==> src/rtl/xor_serial_arbiter.sv <==
// Round-robin arbiter sharing a single 1-bit XOR between NREQ requesters.
// Each granted request is processed serially, LSB first, over WIDTH cycles.
module xor_serial_arbiter #(
  parameter int NREQ  = 2,
  parameter int WIDTH = 16
) (
  input  logic                  clk,
  input  logic                  rst_n,
  input  logic [NREQ-1:0]       req,
  input  logic [NREQ*WIDTH-1:0] a_in,
  input  logic [NREQ*WIDTH-1:0] b_in,
  output logic [NREQ-1:0]       gnt,
  output logic [NREQ-1:0]       done,
  output logic [WIDTH-1:0]      out,
  output logic                  busy
);

  localparam int PW = $clog2(NREQ);
  localparam int CW = $clog2(WIDTH);

  typedef enum logic [1:0] {IDLE, SHIFT, DONE} state_e;

  state_e            state_q, state_d;
  logic [PW-1:0]     last_q, last_d;
  logic [PW-1:0]     owner_q, owner_d;
  logic [CW-1:0]     cnt_q, cnt_d;
  logic [WIDTH-1:0]  aShift_q, aShift_d;
  logic [WIDTH-1:0]  bShift_q, bShift_d;
  logic [WIDTH-1:0]  res_q, res_d;
  logic [NREQ-1:0]   gnt_q, gnt_d;
  logic [NREQ-1:0]   done_q, done_d;
  logic [WIDTH-1:0]  out_q, out_d;
  logic              busy_q, busy_d;

  logic [PW-1:0]     winner;
  logic [PW-1:0]     cand;
  logic              anyReq;
  logic              sharedXor;

  // The one XOR gate every requester shares.
  assign sharedXor = aShift_q[0] ^ bShift_q[0];

  // Descending scan so the candidate closest after last_q is written last and wins.
  always_comb begin
    winner = '0;
    cand   = '0;
    anyReq = |req;
    for (int k = NREQ; k >= 1; k--) begin
      cand = PW'((int'(last_q) + k) % NREQ);
      if (req[cand]) winner = cand;
    end
  end

  always_comb begin
    state_d  = state_q;
    last_d   = last_q;
    owner_d  = owner_q;
    cnt_d    = cnt_q;
    aShift_d = aShift_q;
    bShift_d = bShift_q;
    res_d    = res_q;
    out_d    = out_q;
    gnt_d    = '0;
    done_d   = '0;
    busy_d   = (state_q != IDLE);
    case (state_q)
      IDLE: begin
        if (anyReq) begin
          aShift_d      = a_in[int'(winner)*WIDTH +: WIDTH];
          bShift_d      = b_in[int'(winner)*WIDTH +: WIDTH];
          owner_d       = winner;
          last_d        = winner;
          gnt_d[winner] = 1'b1;
          cnt_d         = '0;
          state_d       = SHIFT;
        end
      end
      SHIFT: begin
        res_d    = {sharedXor, res_q[WIDTH-1:1]};
        aShift_d = aShift_q >> 1;
        bShift_d = bShift_q >> 1;
        cnt_d    = cnt_q + 1'b1;
        if (cnt_q == CW'(WIDTH - 1)) state_d = DONE;
      end
      DONE: begin
        out_d           = res_q;
        done_d[owner_q] = 1'b1;
        state_d         = IDLE;
      end
      default: state_d = IDLE;
    endcase
  end

  always_ff @(posedge clk or negedge rst_n) begin
    if (!rst_n) begin
      state_q  <= IDLE;
      last_q   <= PW'(NREQ - 1);
      owner_q  <= '0;
      cnt_q    <= '0;
      aShift_q <= '0;
      bShift_q <= '0;
      res_q    <= '0;
      gnt_q    <= '0;
      done_q   <= '0;
      out_q    <= '0;
      busy_q   <= 1'b0;
    end else begin
      state_q  <= state_d;
      last_q   <= last_d;
      owner_q  <= owner_d;
      cnt_q    <= cnt_d;
      aShift_q <= aShift_d;
      bShift_q <= bShift_d;
      res_q    <= res_d;
      gnt_q    <= gnt_d;
      done_q   <= done_d;
      out_q    <= out_d;
      busy_q   <= busy_d;
    end
  end

  assign gnt  = gnt_q;
  assign done = done_q;
  assign out  = out_q;
  assign busy = busy_q;

endmodule

==> config.mk <==
export PLATFORM = sky130hd
export DESIGN_NAME = xor_serial_arbiter
export DESIGN_NICKNAME = d
export VERILOG_FILES = /design/src/rtl/xor_serial_arbiter.sv
export SDC_FILE = /design/constraint.sdc
export NUM_CORES = 1
export LEC_CHECK = 0
export CORE_MARGIN = 2
export CORE_UTILIZATION = 40
export DETAILED_ROUTE_END_ITERATION = 8
export GPL_ROUTABILITY_DRIVEN = 0
export GPL_TIMING_DRIVEN = 0
export PLACE_DENSITY = 0.76
export SLEW_MARGIN = 20
export SYNTH_ARGS = -nofsm -noshare
export SYNTH_HDL_FRONTEND = slang
export SYNTH_SLANG_ARGS = --single-unit
==> constraint.sdc <==
create_clock -name clk -period 1.7 [get_ports clk]
set_input_delay 0.34 -clock clk [delete_from_list [all_inputs] [get_ports clk]]
set_output_delay 0.34 -clock clk [all_outputs]
set_load 0.05 [all_outputs]
* After elaboration in Yosys (flattened, before gate mapping) *
Index checks and enable logic that the tools add are counted.

word-level totals
  output and inout port bits = 21
  input bits = 68
  flip-flop bits (word level) = 77
  logic and storage cells = 59

operators by class
  add/sub/neg operators = 3
  magnitude comparators = 6
  mux-type cells = 22
  shift operators = 2
  eq/ne operators = 5
  reductions and logical operators = 9
  bitwise logic cells = 1

operators by type and width
  cell                                                        count
  case mux 16 bit (2 select lines)                            2
  variable part select 32 x 6 -> 16 bit                       2
  two-way mux 16 bit                                          2
  two-way mux 2 bit                                           5
  less-than comparator 1 x 2 -> 1 bit, second input constant  4
  two-way mux 1 bit                                           8
  case mux 4 bit (2 select lines)                             1
  AND reduction 2 bit                                         3
  adder 4 x 1 -> 4 bit, second input constant                 1
  == test 4 bit, second input constant                        1
  two-way mux 4 bit                                           1
  != test 2 bit, second input constant                        2
  case mux 2 bit (2 select lines)                             1
  nonzero test 2 bit                                          2
  adder 1 bit, second input constant                          2
  demux 1 bit (select 1 bit)                                  2
  == test 2 x 1 -> 1 bit, second input constant               1
  == test 2 bit, second input constant                        1
  greater-or-equal comparator 1 bit, second input constant    2
  logical AND 1 bit                                           2
  zero test 2 bit                                             1
  OR reduction 2 bit                                          1
  bitwise XOR 1 bit                                           1

* Depth between registers and ports, before layout *
Gate-level depths: netlist (run 1).

  depth in word-level cells = 11
  mapped depth = 6

* Worst setup path before layout (run 1) *
No wires, ideal clock.

  path kind = reg2reg
  from = register last_q
  to = register aShift_q[7]
  path buffers = 2
  required time = 1568 ps
  path slack = 430 ps
  arrival = 1138 ps
  period minus slack after synthesis = 1270 ps
  stages on the path, launching flop included = 6
  cell sequence = dfstp_2 > a21boi_2 > buf_6 > buf_12 > mux2i_1 > o221ai_2

on the way
  longest elaborated chain between the ends = 8

ends and longest elaborated chain
  item                                                  RTL line  RTL
  start, declared                                       24        logic [PW-1:0] last_q, last_d;
  start signal, assigned                                97        last_q <= PW'(NREQ - 1);
  start signal, assigned                                109       last_q <= last_d;
  adder 1 bit                                           49        cand = PW'((int'(last_q) + k) % NREQ);
  two-way mux 1 bit (implied by the code) (2 in a row)  50        if (req[cand]) winner = cand;
  two-way mux 1 bit                                     50
  two-way mux 1 bit *                                   50
  variable part select 32 x 6 -> 16 bit *               69        aShift_d = a_in[int'(winner)*WIDTH +: WIDTH];
  two-way mux 16 bit *                                  68        if (anyReq) begin
  case mux 16 bit (2 select lines) *                    66        case (state_q)
  end signal, assigned                                  112       aShift_q <= aShift_d;
  end, declared                                         27        logic [WIDTH-1:0] aShift_q, aShift_d;

Every way passes the cells marked *; elsewhere a longest branch is shown, timed or not. The select of a mux whose other input is x is not followed.
A chain may end at the register's enable or synchronous reset.

* Final worst setup path (run 1) *
  from = input req[0]
  to = register aShift_q[5]

on the way
  longest elaborated chain between the ends = 7

ends and longest elaborated chain
  item                                                  RTL line  RTL
  start, declared                                       9         input logic [NREQ-1:0] req,
  two-way mux 1 bit (implied by the code) (2 in a row)  50
  two-way mux 1 bit (2 in a row)                        50
  variable part select 32 x 6 -> 16 bit                 69
  two-way mux 16 bit                                    68
  case mux 16 bit (2 select lines)                      66

Several ways; a longest one is shown, not always the timed one. The select of a mux whose other input is x is not followed.

==> metrics.md, run 1 <==
| Metric | Value |
|---|---|
| Crit-path cells | clkdlybuf4s50_1, o21ai_2, clkbuf_1, o221ai_1 |
| Final WL | 7.32 mm |
| Sw Share | 0.373 |
| Max Freq | 628 MHz |
| Grt met1 use | 0.212 |
| Layout cells sized above 1 | 0.125 |
| Hold crit path type | reg2reg |
| Via count | 2671 |
| Reg2reg setup slack | 0.18 ns |
| Drt pass-1 iters | 4 |
| Initial antenna violation count | 0 |
| Hold Path Cell Cnt | 1 |
| Seq/Total Area, Yosys | 0.553 |
| Critical Path AT | 1.79 ns |
| Die height | 97.4 µm |
| Io pins | 89 |
| Worst Clk Skew | 0.00659 ns |
| DR iter-0 viols | 84 |
| Crit-path max FO | 10 |
| CTS buffer count | 9 |
| Initial Util | 0.406 |
| Worst vdd ir | 653 µV |
| Yosys cell types | 33 |
| RSZ-0062 raised after global routing | false |
| CORE AREA | 8590 µm² |
| Met3 Track Usage GR | 0.0460 |
| Internal | 4.42 mW |
| GRT Total Usage | 0.162 |
| Met2 Usage GRT | 0.251 |
| Root buf cell | clkbuf_8 |
| Area delta synth->final | 35.1% |
| NetSw | 2.63 mW |
| Syn Area/Cell | 11.0 µm² |
| Net Count, Synth | 387 |
| Logic pwr share | 0.369 |
| Post-synth top area cell | dfrtp_1 |
| Largest net degree at the start of global routing | 43 |
| Crit. End Element | flop |
| Clock Sinks | 77 |
| RR Startpoint | state_q[1]$_DFFE_PN0P_ |
| Setup violations, final | 0 |
| Fin crit share | 0.936 |
| Max_cap viols | 0 |
| Routed WL per cell | 13.8 µm |
| FF-to-FF End | aShift_q[5]$_DFFE_PN0P_ |
| Total power | 7.05 mW |
| Status | finished, final reports clean |
| Worst-Skew Late Latency | 0.34 ns |
| Worst Hold End | cnt_q[3]$_DFFE_PN0P_ |
| Post-synth ARST share | 1.00 |
| Tmin final | 1.59 ns |
| Endpoints failing hold | 0 |
| Cell count of the worst reg-to-reg path | 5 |
| Via density | 5.02 |
| Dpl hpwl | 5.32 mm |
| Number of enable flip-flop cells after synthesis | 0 |
| Post-Synthesis Cell Area | 3490 µm² |
| Nets | 488 |
| Min-delay src | cnt_q[3]$_DFFE_PN0P_ |
| Yosys reg bits | 77 |
| Max incr delay on CP | 0.49 ns |
| Most common flop cell mapped by yosys | dfrtp_1 |
| Sequential power share | 0.421 |
| Row Count | 34 |
| CTS tree | yes |
| Final Max Tran Viols | 0 |
| Worst Tran Pin Value | 0.510 ns |
| Clock network power share | 0.209 |
| Reg clk slew, reported paths | 0.08 ns |
| Pre-CTS setup slack | -0.249 ns |
| Post-synth top area share | 0.545 |
| Global-route wire length before repair | 12.5 mm |
| Die area | 9480 µm² |
| Port bufs | 88 |
| Gr busiest metal | met2 |
| Leak Pwr | 2.31 nW |
| Crit path kind | in2reg |
| Number of fill cells in the layout | 760 |
| Vias in the first global route | 2720 |
| Worst EP required | 1.90 ns |
| Die W | 97.4 µm |
| Total global routing overflow | 0 |
| H-tree Lvls | 3 |
| Syn Inst Count | 318 |
| Diodes inserted | 0 |
| Largest cells by area after synthesis | dfrtp_1 (55%), mux2i_1 (10%), nand2_1 (8.5%) |
| PwrDens | 1500 nW/µm² |
| Yosys warns | 0 |
| Bufs on Longest Clock Path | 2 |
| Slew margin rel. | 0.661 |
| Setup crit start kind | input pin |
| DRC violations left | 0 |
| Routed Antenna Nets | 0 |
| Crit-path slowest cell | clkdlybuf4s50_1 |
| Final WS setup | 0.109 ns |
power groups by stage:
| stage | clock, mW | combinational [mW] | sequential, mW |
|---|---|---|---|
| 2_1_floorplan | 0 | 1.54 | 3.27 |
| 3_3_place_gp | 0 | 2.60 | 2.97 |
| 3_5_place_dp | 0 | 2.71 | 3.01 |
| 4_1_cts | 1.50 | 2.65 | 2.98 |
| 5_1_grt | 1.59 | 2.91 | 3.08 |
| 6_report | 1.48 | 2.61 | 2.97 |
timing repair:
item,4_1_cts,5_1_grt
endpoints found under the setup margin,21,0
endpoints found under the hold margin,35,0
hold buffers,1,0
gates resized for setup,21,0
setup buffers,0,0
area by class of cell:
class / instances / area, µm² / share of cell area
Clock buffer: 12 / 135 / 0.0287
Timing Repair Buffer: 90 / 882 / 0.187
Inverter: 32 / 120 / 0.0255
Clock inverter: 4 / 72.6 / 0.0154
Sequential cell: 77 / 1930 / 0.409
Buffer: 19 / 143 / 0.0303
Tap cell: 108 / 135 / 0.0287
Multi-Input combinational cell: 190 / 1300 / 0.275
metal layers:
metal  up-vias  routed length [µm]
li1       1293                   -
met1      1283                3340
met2        85                3370
met3        10                 470
met4         0                 139
met5         -                   0
cells in the mapped netlist (2+ instances only):
| library cell | n |
|---|---|
| nand2_1 | 79 |
| buf_12 | 3 |
| inv_1 | 32 |
| dfrtp_1 | 76 |
| buf_2 | 9 |
| nor2_1 | 3 |
| o21ai_0 | 5 |
| clkbuf_1 | 5 |
| mux2i_1 | 35 |
| o211ai_1 | 3 |
| o221ai_1 | 29 |
| mux2_2 | 16 |
| and3_1 | 2 |
| and2_1 | 2 |
worst max-delay path: cells and delay by family:
| family | cells | cell delay (ns) |
|---|---|---|
| buffers and inverters | 2 | 0.90 |
| AOI/OAI and AO/OA | 2 | 0.54 |
worst max-delay path by stage:
stage	slack, ns	cells past startpoint	from	end
5_1_grt	0.02	4	req[0]	bShift_q[13]$_DFFE_PN0P_
4_1_cts	0.11	1	out[15]$_DFFE_PN0N_	out[15]
6_report	0.11	4	req[0]	aShift_q[5]$_DFFE_PN0P_
3_5_place_dp	-0.25	4	req[0]	aShift_q[5]$_DFFE_PN0P_
2_1_floorplan	0.43	5	last_q$_DFFE_PN1P_	aShift_q[7]$_DFFE_PN0P_
3_3_place_gp	-2.26	1	rst_n	bShift_q[8]$_DFFE_PN0P_
kinds of logic (layout without fill, tap and decap cells):
group | Yosys count | after routing | synth area share
and+or+nand+nor | 92 | 92 | 0.107
muxes | 51 | 51 | 0.152
AOI/OAI and AO/OA | 45 | 45 | 0.107
adders and majority gates | 1 | 1 | 0.00359
DFF | 77 | 77 | 0.553
buffers and inverters | 51 | 157 | 0.0753
xor gates and xnor gates | 1 | 1 | 0.00251
flip-flops by register name, summed over array words and instances, names as in the netlist:
register / count
owner_q: 1
gnt: 2
cnt_q: 4
last_q: 1
out: 16
res_q: 16
bShift_q: 16
done: 2
busy: 1
aShift_q: 16
state_q: 2
placed cells by master, fill, tap and decap left out, drive strengths merged, types with 16 or more instances in the layout:
master,count
buf,16
clkbuf,17
clkdlybuf4s50,66
dfrtp,76
dlygate4sd2,21
inv,32
mux2,16
mux2i,35
nand2,80
o221ai,30
stage by stage:
step	setup TNS, ns	cell area (µm²)	std cells	utilization	hold WS [ns]
2_1_floorplan	0	3490	318	-	0.0444
3_3_place_gp	-178.96	4500	514	0.524	0.449
3_5_place_dp	-6.76	4520	515	0.526	0.327
4_1_cts	0	4710	532	0.548	0.476
5_1_grt	0	4710	532	0.548	0.477
6_report	0	4710	532	0.548	0.475
No activity file was read; power rests on OpenSTA's default activity.
==> inputs of run 2 (changes only) <==
CAP_MARGIN = 10   (was default)
==> results of run 2 <==
Same layout as run 1: the final DEF is identical, and so are final timing and power.
==> inputs of run 3 (changes only) <==
--- a/config.mk
+++ b/config.mk
@@ -8,3 +8,2 @@
 export CAP_MARGIN = 10
-export CORE_MARGIN = 2
 export CORE_UTILIZATION = 40
@@ -12,3 +11,2 @@
 export GPL_ROUTABILITY_DRIVEN = 0
-export GPL_TIMING_DRIVEN = 0
 export PLACE_DENSITY = 0.76
==> constraint.sdc (replaced) <==
create_clock -name clk -period 1.7 [get_ports clk]
set_input_delay 0.255 -clock clk [delete_from_list [all_inputs] [get_ports clk]]
set_output_delay 0.255 -clock clk [all_outputs]
set_load 0.05 [all_outputs]
==> metrics.md, run 3 (same netlist as run 1, synthesis figures left out) <==
| Metric | Value |
|---|---|
| Status | finished, final reports clean |
| Met3 Track Usage GR | 0.0439 (-0.00218) |
| Nets | 481 (-1.4%) |
| Design Area, Final | 4670 µm² (-0.82%) |
| Crit-path max FO | 11 (+1) |
| Layout cells sized above 1 | 0.177 (+0.0525) |
| Dpl hpwl | 5.05 mm (-5.2%) |
| Root buf cell | clkbuf_8 |
| Critical Path AT | 1.67 ns (-0.12 ns) |
| Most common cell after layout, fill and taps aside | nand2_1 |
| Bufs on Longest Clock Path | 2 (unchanged) |
| CTS tree | yes |
| Leak Pwr | 2.27 nW (-1.6%) |
| Crit-path cells | clkdlybuf4s50_1, a21boi_4, buf_4, mux2i_1, o221ai_1 |
| Die area | 9100 µm² (-4.1%) |
| Routed WL per cell | 13.7 µm (-0.17%) |
| Worst EP required | 1.90 ns (about the same) |
| Fin crit share | 0.862 (-0.0742) |
| Most frequent cells in the layout | nand2_1 (79), dfrtp_1 (76), clkdlybuf4s50_1 (66) |
| Clock Sinks | 77 (unchanged) |
| Area delta synth->final | 34.0% |
| Slew margin rel. | 0.650 (-0.0114) |
| CTS buffer count | 9 (unchanged) |
| Drt pass-1 iters | 4 (unchanged) |
| Reg clk slew, reported paths | 0.08 ns (about the same) |
| Hold crit path type | reg2reg |
| Max_cap viols | 0 (unchanged) |
| Grt met1 use | 0.214 (+0.00200) |
| Initial antenna violation count | 0 (unchanged) |
| Max incr delay on CP | 0.54 ns (+0.05 ns) |
| Crit path kind | in2reg |
| Crit-path slowest cell | clkdlybuf4s50_1 |
| Endpoints failing hold | 0 (unchanged) |
| Worst vdd ir | 566 µV (-13%) |
| DRC violations left | 0 (unchanged) |
| RSZ-0062 raised after global routing | false |
| Io pins | 89 (unchanged) |
| DR iter-0 viols | 95 (+13%) |
| Via density | 4.95 (-1.4%) |
| Met2 Usage GRT | 0.280 (+0.0294) |
| Via count | 2584 (-3.3%) |
| Final WL | 7.17 mm (-2.0%) |
| Worst-Skew Late Latency | 0.34 ns (about the same) |
| Setup crit start kind | input pin |
| Initial Util | 0.418 (+0.0123) |
| CORE AREA | 8340 µm² (-2.9%) |
| DP Area | 4450 µm² (-1.6%) |
| Total power | 7.12 mW (+0.87%) |
| PwrDens | 1520 nW/µm² (+1.7%) |
| Worst path top cell family by delay | buffers and inverters |
| Port bufs | 88 (unchanged) |
| Total global routing overflow | 0 (unchanged) |
| Die W | 95.4 µm (-2.1%) |
| Worst Tran Pin Value | 0.525 ns (+0.0151 ns) |
| RR Startpoint | state_q[1]$_DFFE_PN0P_ |
| Launching element of the worst setup path | req[1] |
| H-tree Lvls | 3 (unchanged) |
| Tmin final | 1.47 ns (-0.126 ns) |
| Routed Antenna Nets | 0 (unchanged) |
| GRT Total Usage | 0.170 (+0.00749) |
| Largest net degree at the start of global routing | 43 (unchanged) |
| Crit. End Element | flop |
| Util after Layout | 0.560 (+0.0120) |
| Setup violations, final | 0 (unchanged) |
| Min-delay src | owner_q$_DFFE_PN0P_ |
| Worst path bufs/invs | 2 (unchanged) |
| Vias in the first global route | 2631 (-3.3%) |
| Diodes inserted | 0 (unchanged) |
| Die height | 95.4 µm (-2.1%) |
| Row Count | 33 (-2.9%) |
| Global-route wire length before repair | 11.8 mm (-5.3%) |
| Number of fill cells in the layout | 737 (-3.0%) |
| Worst Clk Skew | 0.0107 ns (+0.00408 ns) |
| Gr busiest metal | met2 |
| Final Max Tran Viols | 0 (unchanged) |
| Post-CTS setup buffers | 0 (unchanged) |
| Max Freq | 682 MHz (+8.6%) |
-- run 3: repair_timing --
| action | CTS | global route |
|---|---|---|
| gates resized for setup | 0 | 0 |
| hold buffers | 1 | 0 |
| endpoints found under the hold margin | 48 | 0 |
-- run 3: worst paths after layout --
path	end	slack [ns]	cells after the start
max	bShift_q[9]$_DFFE_PN0P_	0.23	5
min	done[0]$_DFF_PN0_	0.46	1
max reg2reg	out[1]$_DFFE_PN0N_	0.33	2
min reg2reg	done[0]$_DFF_PN0_	0.46	1
max in group asynchronous	last_q$_DFFE_PN1P_	0.80	3
min in group asynchronous	out[12]$_DFFE_PN0N_	0.49	3
-- run 3: stage by stage --
step	instances	TNS, ns	hold WS [ns]	setup WS, ns
global placement	505	-0.610	0.318	-0.0503
global route	522	0	0.490	0.148
detailed placement	505	-2.29	0.325	-0.125
finish	522	0	0.459	0.235
floorplan	318	0	-0.0406	0.430
CTS	522	0	0.460	0.241
-- run 3: layout make-up --
cell class	instances	area, µm²	area share
clock buffers	10	128	0.0273
clock inverters	6	86.3	0.0185
inverters	32	120	0.0257
multi-input cells	190	1310	0.280
flip-flops and latches	77	1930	0.412
well taps	105	131	0.0281
repair buffers	102	971	0.208
-- run 3: per-layer routing --
| metal | vias up | wire length, µm |
|---|---|---|
| met1 | 1238 | 3290 |
| met5 | - | 0 |
| met4 | 0 | 68 |
| met3 | 6 | 374 |
| li1 | 1273 | - |
| met2 | 67 | 3430 |
-- run 3: power by group --
group | internal [mW] | leakage [nW] | total [mW] | switching [mW]
logic | 1.11 | 1.16 | 2.63 | 1.52
registers | 2.55 | 0.999 | 2.99 | 0.436
clock network | 0.828 | 0.107 | 1.50 | 0.669
-- run 3: worst register-to-register path, stage by stage (launching register included) --
cell,delay [ns]
dfrtp_1,0.50
nand2_2,0.37
mux2_2,0.40
